`src/rtl/grf_wb_arbiter.sv`:
```
// GRF write-port arbiter: merges the W-stage pipeline write with a queued MDU write stream.
// Pipe writes take priority, and same-register pipe writes kill older queued MDU writes.
module grf_wb_arbiter #(
    parameter int DEPTH = 2,
    parameter int AW    = 5,
    parameter int DW    = 32
) (
    input  logic             clk,
    input  logic             reset,
    input  logic             pipe_we,
    input  logic [AW-1:0]    pipe_a3,
    input  logic [DW-1:0]    pipe_wd,
    input  logic [DW-1:0]    pipe_pc,
    input  logic             md_valid,
    output logic             md_ready,
    input  logic [AW-1:0]    md_a3,
    input  logic [DW-1:0]    md_wd,
    input  logic [DW-1:0]    md_pc,
    output logic             grf_we,
    output logic [AW-1:0]    grf_a3,
    output logic [DW-1:0]    grf_wd,
    output logic [DW-1:0]    grf_pc,
    output logic [2**AW-1:0] busy_mask,
    output logic             waw_drop
);

    localparam int PW = (DEPTH > 1) ? $clog2(DEPTH) : 1;
    localparam int CW = $clog2(DEPTH + 1);

    logic [AW-1:0]    q_a3_q [DEPTH];
    logic [DW-1:0]    q_wd_q [DEPTH];
    logic [DW-1:0]    q_pc_q [DEPTH];
    logic [DEPTH-1:0] q_vld_q, q_vld_d;
    logic [PW-1:0]    wr_ptr_q, wr_ptr_d, rd_ptr_q, rd_ptr_d;
    logic [CW-1:0]    count_q, count_d;

    logic             grf_we_q, grf_we_d;
    logic [AW-1:0]    grf_a3_q, grf_a3_d;
    logic [DW-1:0]    grf_wd_q, grf_wd_d;
    logic [DW-1:0]    grf_pc_q, grf_pc_d;
    logic             waw_drop_q, waw_drop_d;

    logic             pipe_issue, push, pop;
    logic [DEPTH-1:0] kill;

    function automatic logic [PW-1:0] next_ptr(input logic [PW-1:0] p);
        return (p == PW'(DEPTH - 1)) ? '0 : p + 1'b1;
    endfunction

    // NOTE: every signal assigned in always_comb gets a default first, so no latch is inferred.
    always_comb begin
        pipe_issue = pipe_we && (pipe_a3 != '0);
        md_ready   = reset && (count_q != CW'(DEPTH));
        push       = md_valid && md_ready && (md_a3 != '0);
        pop        = !pipe_issue && (count_q != '0);

        for (int i = 0; i < DEPTH; i++) begin
            kill[i] = pipe_issue && q_vld_q[i] && (q_a3_q[i] == pipe_a3);
        end

        // The incoming push is younger than the pipe write, so it is set after the kill.
        q_vld_d = q_vld_q & ~kill;
        if (pop)  q_vld_d[rd_ptr_q] = 1'b0;
        if (push) q_vld_d[wr_ptr_q] = 1'b1;

        wr_ptr_d = push ? next_ptr(wr_ptr_q) : wr_ptr_q;
        rd_ptr_d = pop  ? next_ptr(rd_ptr_q) : rd_ptr_q;
        count_d  = count_q;
        if (push && !pop) count_d = count_q + 1'b1;
        if (!push && pop) count_d = count_q - 1'b1;

        waw_drop_d = |kill;

        grf_we_d = 1'b0;
        grf_a3_d = grf_a3_q;
        grf_wd_d = grf_wd_q;
        grf_pc_d = grf_pc_q;
        if (pipe_issue) begin
            grf_we_d = 1'b1;
            grf_a3_d = pipe_a3;
            grf_wd_d = pipe_wd;
            grf_pc_d = pipe_pc;
        end else if (pop && q_vld_q[rd_ptr_q]) begin
            grf_we_d = 1'b1;
            grf_a3_d = q_a3_q[rd_ptr_q];
            grf_wd_d = q_wd_q[rd_ptr_q];
            grf_pc_d = q_pc_q[rd_ptr_q];
        end

        busy_mask = '0;
        for (int i = 0; i < DEPTH; i++) begin
            if (q_vld_q[i]) busy_mask[q_a3_q[i]] = 1'b1;
        end
        busy_mask[0] = 1'b0;
    end

    // NOTE: sequential state uses non-blocking assignments so every register samples pre-edge values.
    always_ff @(posedge clk or negedge reset) begin
        if (!reset) begin
            q_vld_q    <= '0;
            wr_ptr_q   <= '0;
            rd_ptr_q   <= '0;
            count_q    <= '0;
            grf_we_q   <= 1'b0;
            grf_a3_q   <= '0;
            grf_wd_q   <= '0;
            grf_pc_q   <= '0;
            waw_drop_q <= 1'b0;
        end else begin
            q_vld_q    <= q_vld_d;
            wr_ptr_q   <= wr_ptr_d;
            rd_ptr_q   <= rd_ptr_d;
            count_q    <= count_d;
            grf_we_q   <= grf_we_d;
            grf_a3_q   <= grf_a3_d;
            grf_wd_q   <= grf_wd_d;
            grf_pc_q   <= grf_pc_d;
            waw_drop_q <= waw_drop_d;
        end
    end

    // NOTE: queue payload storage is not reset; the valid bits alone decide whether an entry is meaningful.
    always_ff @(posedge clk) begin
        if (push) begin
            q_a3_q[wr_ptr_q] <= md_a3;
            q_wd_q[wr_ptr_q] <= md_wd;
            q_pc_q[wr_ptr_q] <= md_pc;
        end
    end

    assign grf_we   = grf_we_q;
    assign grf_a3   = grf_a3_q;
    assign grf_wd   = grf_wd_q;
    assign grf_pc   = grf_pc_q;
    assign waw_drop = waw_drop_q;

endmodule

```
`config.mk`:
```
export PLATFORM = sky130hd
export DESIGN_NAME = grf_wb_arbiter
export DESIGN_NICKNAME = d
export VERILOG_FILES = /design/src/rtl/grf_wb_arbiter.sv
export SDC_FILE = /design/constraint.sdc
export NUM_CORES = 1
export LEC_CHECK = 0
export CORE_MARGIN = 8
export CORE_UTILIZATION = 31
export CTS_CLUSTER_DIAMETER = 50
export DETAILED_ROUTE_END_ITERATION = 7
export SLEW_MARGIN = 0
export SYNTH_ARGS = -nofsm -noshare
export SYNTH_HDL_FRONTEND = slang
export SYNTH_SLANG_ARGS = --single-unit
```
`constraint.sdc`:
```
create_clock -name clk -period 4.64 [get_ports clk]
set_input_delay 0.928 -clock clk [delete_from_list [all_inputs] [get_ports clk]]
set_output_delay 0.928 -clock clk [all_outputs]
set_load 0.03 [all_outputs]
```
==> results.cfg, run 1 <==
[worst_setup_path]
path_cells = or3b_2 > o22ai_1 > clkdlybuf4s50_1
reg2reg_to = q_a3_q[1][2]
critPathTopFamily = buffers and inverters
crit_path_end = busy_mask[12]
slowest_stage = clkdlybuf4s50_1
critPathCaptureType = output port
critical_path_class = flop to output port
rrSetupSlack_ps = 2010
reg2regPathDepth = 5
slowest_delay_ps = 720
cp_num_cells = 3
setup.worst_path.start_class = flop
cp.required_ps = 3710
crit_arrival_ps = 2590
worstSetupStartpoint = q_a3_q[0][1]
reg2reg_from = count_q[0]
crit_path_max_fanout = 7
critPathBufInv = 1

[timing]
hold_violations = 0
slew_violations = 0
fin_crit_ps = 3520
finalSetupTns_ps = 0
fin_skew_ps = 14.8
timing.hold.ws_ps = 478
setup_violations = 0
grt_setup_unrepaired = no
timing.fmax_mhz = 284
period_share = 0.759
tightest_slew_ps = 1060
max_slew_margin = 0.295

[grt]
grt_pass1_wl_microns = 38300
grt.overflow.total = 0
grt_max_degree = 73
grt_pass1_vias = 6572
antenna_found_initial = 1
track_usage = 0.137

[cts]
clock-root-buffer = clkbuf_16
cts_setup_buffers = 0
post_cts_resized = 0
clk_pin_slew_ps = 60
htree_num_levels = 1
clock_latency_ps = 510
cts_tree = done
clkSinkCount = 215
cts_buffers = 27
ctsLongestPathBuffers = 3
postCtsHoldBufs = 0

[routing]
routed_wirelength_microns = 24300
vias_per_cell = 4.67
vias = 5976
drc_errors = 0
drtIter0Drc = 244
firstDrtPassIters = 4
detail-route-antenna-nets = 0
wire_per_inst_microns = 19.0

[floorplanning]
fp.dieArea_sq_um = 34800
num_io_pins = 246
rows = 62
core_area_sq_um = 28600
initial_core_util = 0.315
die_width_microns = 186
die_h_microns = 186

[place]
detailed_place_hpwl_microns = 16400
portBuffers = 244
placed_cells = 1231
place_congestion = 0.803

[run_status]
status = complete, no violations

[final_layout]
final_util = 0.445
area_growth_pct = 41.3
nFillCells = 2611
fin_nets = 1019
diodes = 0
drive_above_1_share = 0.143
layout.cells.non_filler = 1280

[power]
ir_worst_vdd_mv = 0.301
p_leak_uw = 0.00456
cellPowerDensity_nw_per_um2 = 559

[yosys]
seq_area_frac_synth = 0.674
ys_types = 37
synthCells = 636
ys_seq_elements = 215
avgSynthCellArea_sq_um = 14.2
syn-num-nets = 779
netlist_area_sq_um = 9000
yosysWarnings = 0

[job]
maxCapViolations = 0

[hold_path]
hp-class = primary input to asynchronous set/reset pin
[stage by stage]
stage / setup slack [ps] / total power (uW) / area, sq um
2_1_floorplan: 463 / 4240 / 9000
3_3_place_gp: 1270 / 5180 / 11900
3_5_place_dp: 1230 / 5200 / 11900
4_1_cts: 1090 / 7230 / 12700
5_1_grt: 1040 / 7500 / 12700
6_report: 1120 / 7110 / 12700
[sequential cells by signal (all words and copies together) (netlist names)]
register,flops
count_q,2
grf_a3,5
grf_pc,32
grf_wd,32
grf_we,1
q_a3_q,10
q_pc_q,64
q_vld_q,2
q_wd_q,64
rd_ptr_q,1
waw_drop,1
wr_ptr_q,1
[logic make-up (layout without fill, tap and decap cells)]
family | after synthesis | count (layout) | share of synthesized area
fa+ha+maj | 1 | 1 | 0.00139
other cells | 1 | 1 | 0.000416
xor+xnor | 14 | 14 | 0.0136
flops | 215 | 215 | 0.674
compound gates | 110 | 110 | 0.0687
mux | 138 | 138 | 0.163
buf+inv | 45 | 305 | 0.0211
simple gates | 112 | 112 | 0.0575
[worst register-to-register path: stages (launching register included)]
cell and delay (ps):
dfrtp_1 410, inv_1 50, a21boi_0 380, o211a_1 310
and2_4 470, buf_4 590
[per-layer routing]
metal,part of all wire,up-vias,track usage
li1,-,2852,-
met1,0.41,2872,0.165
met4,0.012,2,0.0249
met2,0.47,221,0.230
met3,0.099,29,0.0565
met5,0.00054,-,0
[worst min-delay path by stage]
| stage | depth (start not counted) | to |
|---|---|---|
| final | 2 | count_q[0] |
| after global routing | 2 | count_q[0] |
| after CTS | 2 | wr_ptr_q |
| after detailed placement | 1 | count_q[1] |
| after global placement | 1 | count_q[1] |
| after floorplan | 1 | count_q[1] |
[placed cells by master (no fill, tap or decap), drive strengths merged]
| cell | synthesis | final |
|---|---|---|
| clkdlybuf4s50 | 0 | 243 |
| edfxtp | 138 | 138 |
| dfrtp | 77 | 77 |
| nand2 | 74 | 74 |
| o21ai | 71 | 71 |
| mux2i | 69 | 69 |
| mux2 | 69 | 69 |
| clkbuf | 28 | 37 |
| o22ai | 31 | 31 |
| nand3b | 10 | 10 |
| xor2 | 9 | 9 |
| buf | 13 | 9 |
| nor2 | 8 | 8 |
| clkinv | 0 | 7 |
| inv | 4 | 6 |
| xnor2 | 5 | 5 |
| or3b | 4 | 4 |
| nand3 | 4 | 4 |
| or3 | 3 | 3 |
| or4 | 2 | 2 |
| nor4 | 2 | 2 |
| nand4 | 2 | 2 |
| bufinv | 0 | 2 |
| a21boi | 1 | 1 |
| o211a | 1 | 1 |
| o21a | 1 | 1 |
| o2111a | 1 | 1 |
| a31o | 1 | 1 |
| or2 | 1 | 1 |
| o31a | 1 | 1 |
| a22o | 1 | 1 |
| and2 | 1 | 1 |
| and3 | 1 | 1 |
| a31oi | 1 | 1 |
| ha | 1 | 1 |
| conb | 1 | 1 |
| clkinvlp | 0 | 1 |
[cell usage after synthesis (all sizes together)]
cell	n	share of area
nand2	74	0.031
clkbuf	28	0.012
o21a	1	0.00083
nand3b	10	0.0083
nor2	8	0.0036
mux2i	69	0.077
o21ai	71	0.039
a31oi	1	0.00070
xnor2	5	0.0049
nand4	2	0.0014
o22ai	31	0.022
conb	1	0.00042
o2111a	1	0.0013
o211a	1	0.0011
ha	1	0.0014
or3b	4	0.0039
o31a	1	0.00097
nor4	2	0.0014
xor2	9	0.0088
a21boi	1	0.00083
and3	1	0.00070
inv	4	0.0017
a22o	1	0.00097
or4	2	0.0017
or2	1	0.00070
dfrtp	77	0.21
mux2	69	0.086
a31o	1	0.00097
or3	3	0.0021
nand3	4	0.0022
and2	1	0.00070
buf	13	0.0078
edfxtp	138	0.46
[power by group]
part	switching, uW	leakage [uW]	internal (uW)
Sequential	183	0.00219	2440
Clock	766	0.000423	1230
Combinational	1360	0.00195	1130
Total	2310	0.00456	4800
[layout make-up]
type | count | area [sq um] | area share
inverters | 4 | 15.0 | 0.00118
clock buffers | 37 | 743 | 0.0584
repair buffers | 252 | 2520 | 0.198
well taps | 384 | 480 | 0.0378
multi-input cells | 376 | 2770 | 0.217
clock inverters | 12 | 121 | 0.00954
flip-flops and latches | 215 | 6070 | 0.477
(Power assumes the default switching activity.)
==> run 2, diff against run 1 <==
==> constraint.sdc (replaced) <==
create_clock -name clk -period 3 [get_ports clk]
set_input_delay 0.6 -clock clk [delete_from_list [all_inputs] [get_ports clk]]
set_output_delay 0.6 -clock clk [all_outputs]
set_load 0.03 [all_outputs]
==> results.cfg, run 2 (synthesis gave the netlist of run 1 again) <==
[timing]
tightest_slew_ps = 680
period_share = 0.965
grt_setup_unrepaired = no
finalSetupTns_ps = 0
fin_ws_ps = 106
fin_crit_ps = 2890
max_slew_margin = 0.547
slew_violations = 0
timing.fmax_mhz = 346
setup_violations = 0
timing.hold.ws_ps = 165
fin_skew_ps = 13.9
hold_violations = 0

[routing]
detail-route-antenna-nets = 0
drc_errors = 0
vias = 6012
firstDrtPassIters = 4
routed_wirelength_microns = 23900
drtIter0Drc = 188
wire_per_inst_microns = 18.5
vias_per_cell = 4.66

[power]
cellPowerDensity_nw_per_um2 = 852
p_leak_uw = 0.00472
ir_worst_vdd_mv = 0.408

[cts]
clock-root-buffer = clkbuf_16
postCtsHoldBufs = 0
clk_pin_slew_ps = 60
cts_buffers = 27
clock_latency_ps = 510
ctsLongestPathBuffers = 3
htree_num_levels = 1
clkSinkCount = 215
cts_tree = done

[worst_setup_path]
reg2reg_to = grf_pc[16]
critPathCaptureType = output port
path_cells = nand3b_1 > buf_4 > o22ai_1 > clkdlybuf4s50_1
setup.worst_path.start_class = flop
slowest_stage = clkdlybuf4s50_1
cp.required_ps = 2400
critPathBufInv = 2
critical_path_class = flop to output port
slowest_delay_ps = 710
critPathTopFamily = buffers and inverters
rrSetupSlack_ps = 930
reg2reg_from = rd_ptr_q
cp_num_cells = 4
reg2regPathDepth = 5
crit_path_max_fanout = 8
crit_arrival_ps = 2290

[job]
maxCapViolations = 0

[final_layout]
diodes = 0
fin_nets = 1029
final_common_cell = clkdlybuf4s50_1
drive_above_1_share = 0.158
area_growth_pct = 41.8
nFillCells = 2603
reg.largest.list = q_pc_q (64), q_wd_q (64)
final_cell_mix = clkdlybuf4s50_1 (223), edfxtp_1 (138), dfrtp_1 (76), nand2_1 (74), o21ai_0 (71)

[floorplanning]
die_width_microns = 186
rows = 62
die_h_microns = 186
core_area_sq_um = 28600
fp.dieArea_sq_um = 34800
initial_core_util = 0.315
num_io_pins = 246

[grt]
antenna_found_initial = 1
grt_pass1_vias = 6355
grt_max_degree = 59
grt_pass1_wl_microns = 37800
grt.overflow.total = 0
track_usage = 0.134

[place]
portBuffers = 244
pre_cts_ws_ps = 293
detailed_place_hpwl_microns = 16900
place_congestion = 0.836

[hold_path]
hp-class = primary input to asynchronous set/reset pin

[run_status]
status = complete, no violations
[run 2: changes by cell type in the layout (fill, tap and decap cells not counted), sizes merged]
cell	delta
clkdlybuf4s50	-20
dlygate4sd2	+16
buf	+11
clkinvlp	+4
clkbuf	-3
dlymetal6s2s	+3
bufinv	-2
clkinv	+2
inv	-1
[run 2: worst max-delay path by stage]
stage                 start            end  slack [ps]
2_1_floorplan         reset   q_a3_q[0][0]         0.5
3_3_place_gp       md_a3[3]  q_pc_q[1][12]         320
3_5_place_dp     pipe_a3[1]     count_q[1]         290
4_1_cts        q_a3_q[0][0]  busy_mask[26]           4
6_report       q_a3_q[0][0]  busy_mask[26]         110
5_1_grt        q_a3_q[0][4]  busy_mask[14]           3
[run 2: stage by stage]
step	area (sq um)	util	total power [uW]	instances
after floorplan	9010	-	6540	636
after global placement	11900	0.417	8040	1239
after detailed placement	11900	0.417	8060	1239
after CTS	12700	0.445	11100	1288
after global routing	12800	0.446	11400	1290
final	12800	0.446	10900	1290
[run 2: worst register-to-register path, delay by kind of cell (launching register included)]
family | cells | cell delay, ps
simple gates | 1 | 150
compound gates | 1 | 90
flops | 1 | 680
buf+inv | 1 | 510
mux | 2 | 500
[run 2: routing by layer]
layer / track usage / vias to the layer above / part of all wire
met4: 0.0283 / 2 / 0.015
met1: 0.168 / 2907 / 0.43
met2: 0.222 / 207 / 0.47
met5: 0 / - / 0.00054
met3: 0.0451 / 28 / 0.081
li1: - / 2868 / -
[run 2: what timing repair did]
action	in CTS	in global routing
setup endpoints to repair	16	9
setup buffers	0	2
resized for setup	16	4
[run 2: area by class of cell]
cell class	count	area (sq um)	share of cell area
Inverter	4	15.0	0.00118
Tap cell	384	480	0.0376
Timing Repair Buffer	262	2600	0.203
Clock inverter	15	95.1	0.00745
Sequential cell	215	6070	0.476
Clock buffer	34	742	0.0581
Multi-Input combinational cell	376	2760	0.216
[run 2: power breakdown]
group / internal [uW] / switching [uW] / total (uW)
Sequential: 3770 / 348 / 4120
Clock: 1750 / 1210 / 2960
Combinational: 1770 / 2030 / 3800
Total: 7290 / 3590 / 10900
==> run 3, diff against run 2 <==
--- a/config.mk
+++ b/config.mk
@@ -5,10 +5,14 @@
 export SDC_FILE = /design/constraint.sdc
 export NUM_CORES = 1
 export LEC_CHECK = 0
+export CAP_MARGIN = 20
+export CELL_PAD_IN_SITES_DETAIL_PLACEMENT = 1
+export CELL_PAD_IN_SITES_GLOBAL_PLACEMENT = 2
 export CORE_MARGIN = 8
-export CORE_UTILIZATION = 31
+export CORE_UTILIZATION = 29
 export CTS_CLUSTER_DIAMETER = 50
 export DETAILED_ROUTE_END_ITERATION = 7
+export PLACE_DENSITY_LB_ADDON = 0.1
 export SLEW_MARGIN = 0
 export SYNTH_ARGS = -nofsm -noshare
 export SYNTH_HDL_FRONTEND = slang
==> results.cfg, run 3 (synthesis gave the netlist of run 1 again) <==
[cts]
clock-root-buffer = clkbuf_16
clkSinkCount = 215
htree_num_levels = 1
cts_tree = done
clk_pin_slew_ps = 60
cts_buffers = 28
clock_latency_ps = 530
ctsLongestPathBuffers = 3

[place]
detailed_place_hpwl_microns = 19000
place_congestion = 0.776
portBuffers = 244

[routing]
drtIter0Drc = 210
wire_per_inst_microns = 20.5
detail-route-antenna-nets = 0
drc_errors = 0
routed_wirelength_microns = 27000
firstDrtPassIters = 4
vias_per_cell = 4.71
vias = 6189

[job]
maxCapViolations = 0

[timing]
slew_violations = 0
max_slew_margin = 0.491
finalSetupTns_ps = 0
setup_violations = 0
period_share = 0.961
tightest_slew_ps = 763
hold_violations = 0
fin_crit_ps = 2880
fin_skew_ps = 14.0
timing.hold.ws_ps = 148
grt_setup_unrepaired = no
timing.fmax_mhz = 347

[grt]
grt_max_degree = 80
grt_pass1_vias = 7096
antenna_found_initial = 2
grt_pass1_wl_microns = 41600
track_usage = 0.143
grt.overflow.total = 0

[final_layout]
diodes = 0
final_common_cell = clkdlybuf4s50_1
drive_above_1_share = 0.170
area_growth_pct = 44.3
final_util = 0.425
fin_nets = 1038
nFillCells = 3161
reg.largest.list = q_pc_q (64), q_wd_q (64)
final_cell_mix = clkdlybuf4s50_1 (217), edfxtp_1 (138), dfrtp_1 (76), nand2_1 (74), o21ai_0 (71)

[floorplanning]
die_width_microns = 192
num_io_pins = 246
rows = 64
initial_core_util = 0.294
fp.dieArea_sq_um = 36900
die_h_microns = 192
core_area_sq_um = 30600

[worst_setup_path]
crit_arrival_ps = 2280
cp.required_ps = 2400
reg2regPathDepth = 5
critical_path_class = flop to output port
critPathCaptureType = output port
setup.worst_path.start_class = flop
crit_path_max_fanout = 7

[power]
cellPowerDensity_nw_per_um2 = 883
ir_worst_vdd_mv = 0.452
p_leak_uw = 0.00488

[run_status]
status = complete, no violations

[hold_path]
hp-class = primary input to asynchronous set/reset pin
run 3: what timing repair did:
item / 4_1_cts / 5_1_grt
gates resized for setup: 20 / 6
cloned: 0 / 0
hold buffers: 0 / 0
setup endpoints to repair: 26 / 9
setup buffers: 6 / 2
run 3: power breakdown:
group	switching, uW	internal [uW]	leakage (uW)
Combinational	2090	1810	0.00222
Sequential	380	3770	0.00219
Clock	1300	2110	0.000469
run 3: layer usage:
metal | GRT usage | up-vias | share of wire
met5 | 0 | - | 0.0010
met4 | 0.0355 | 4 | 0.018
met3 | 0.0389 | 41 | 0.069
met2 | 0.241 | 185 | 0.48
met1 | 0.179 | 3068 | 0.43
li1 | - | 2891 | -
run 3: cell type report:
| type | instances | area, sq um | share of cell area |
|---|---|---|---|
| Inverter | 4 | 15.0 | 0.00116 |
| Timing Repair Buffer | 270 | 2670 | 0.206 |
| Clock inverter | 19 | 243 | 0.0187 |
| Tap cell | 396 | 495 | 0.0381 |
| Clock buffer | 33 | 729 | 0.0561 |
| Multi-Input combinational cell | 376 | 2760 | 0.213 |
| Sequential cell | 215 | 6070 | 0.468 |
run 3: worst max-delay path: stages, from the launching register on:
cell and delay [ps]:
edfxtp_1 480, nand3b_1 210, buf_4 180, o22ai_1 190, clkdlybuf4s50_1 700
run 3: metrics by stage:
step           total power [uW]  std cells  worst slack [ps]  area (sq um)
2_1_floorplan              6540        636             0.513          9010
3_3_place_gp               8100       1253               251         12000
3_5_place_dp               8190       1253               192         12000
4_1_cts                   11700       1311              2.80         13000
5_1_grt                   12100       1313              5.77         13000
6_report                  11500       1313               117         13000
run 3: worst paths after layout:
path,start,end,slack (ps)
max,q_a3_q[0][1],busy_mask[17],120
min,reset,grf_pc[13],150
max reg2reg,rd_ptr_q,grf_a3[3],850
min reg2reg,count_q[1],count_q[1],500
max in group asynchronous,reset,rd_ptr_q,1690
min in group clk,count_q[1],count_q[1],500
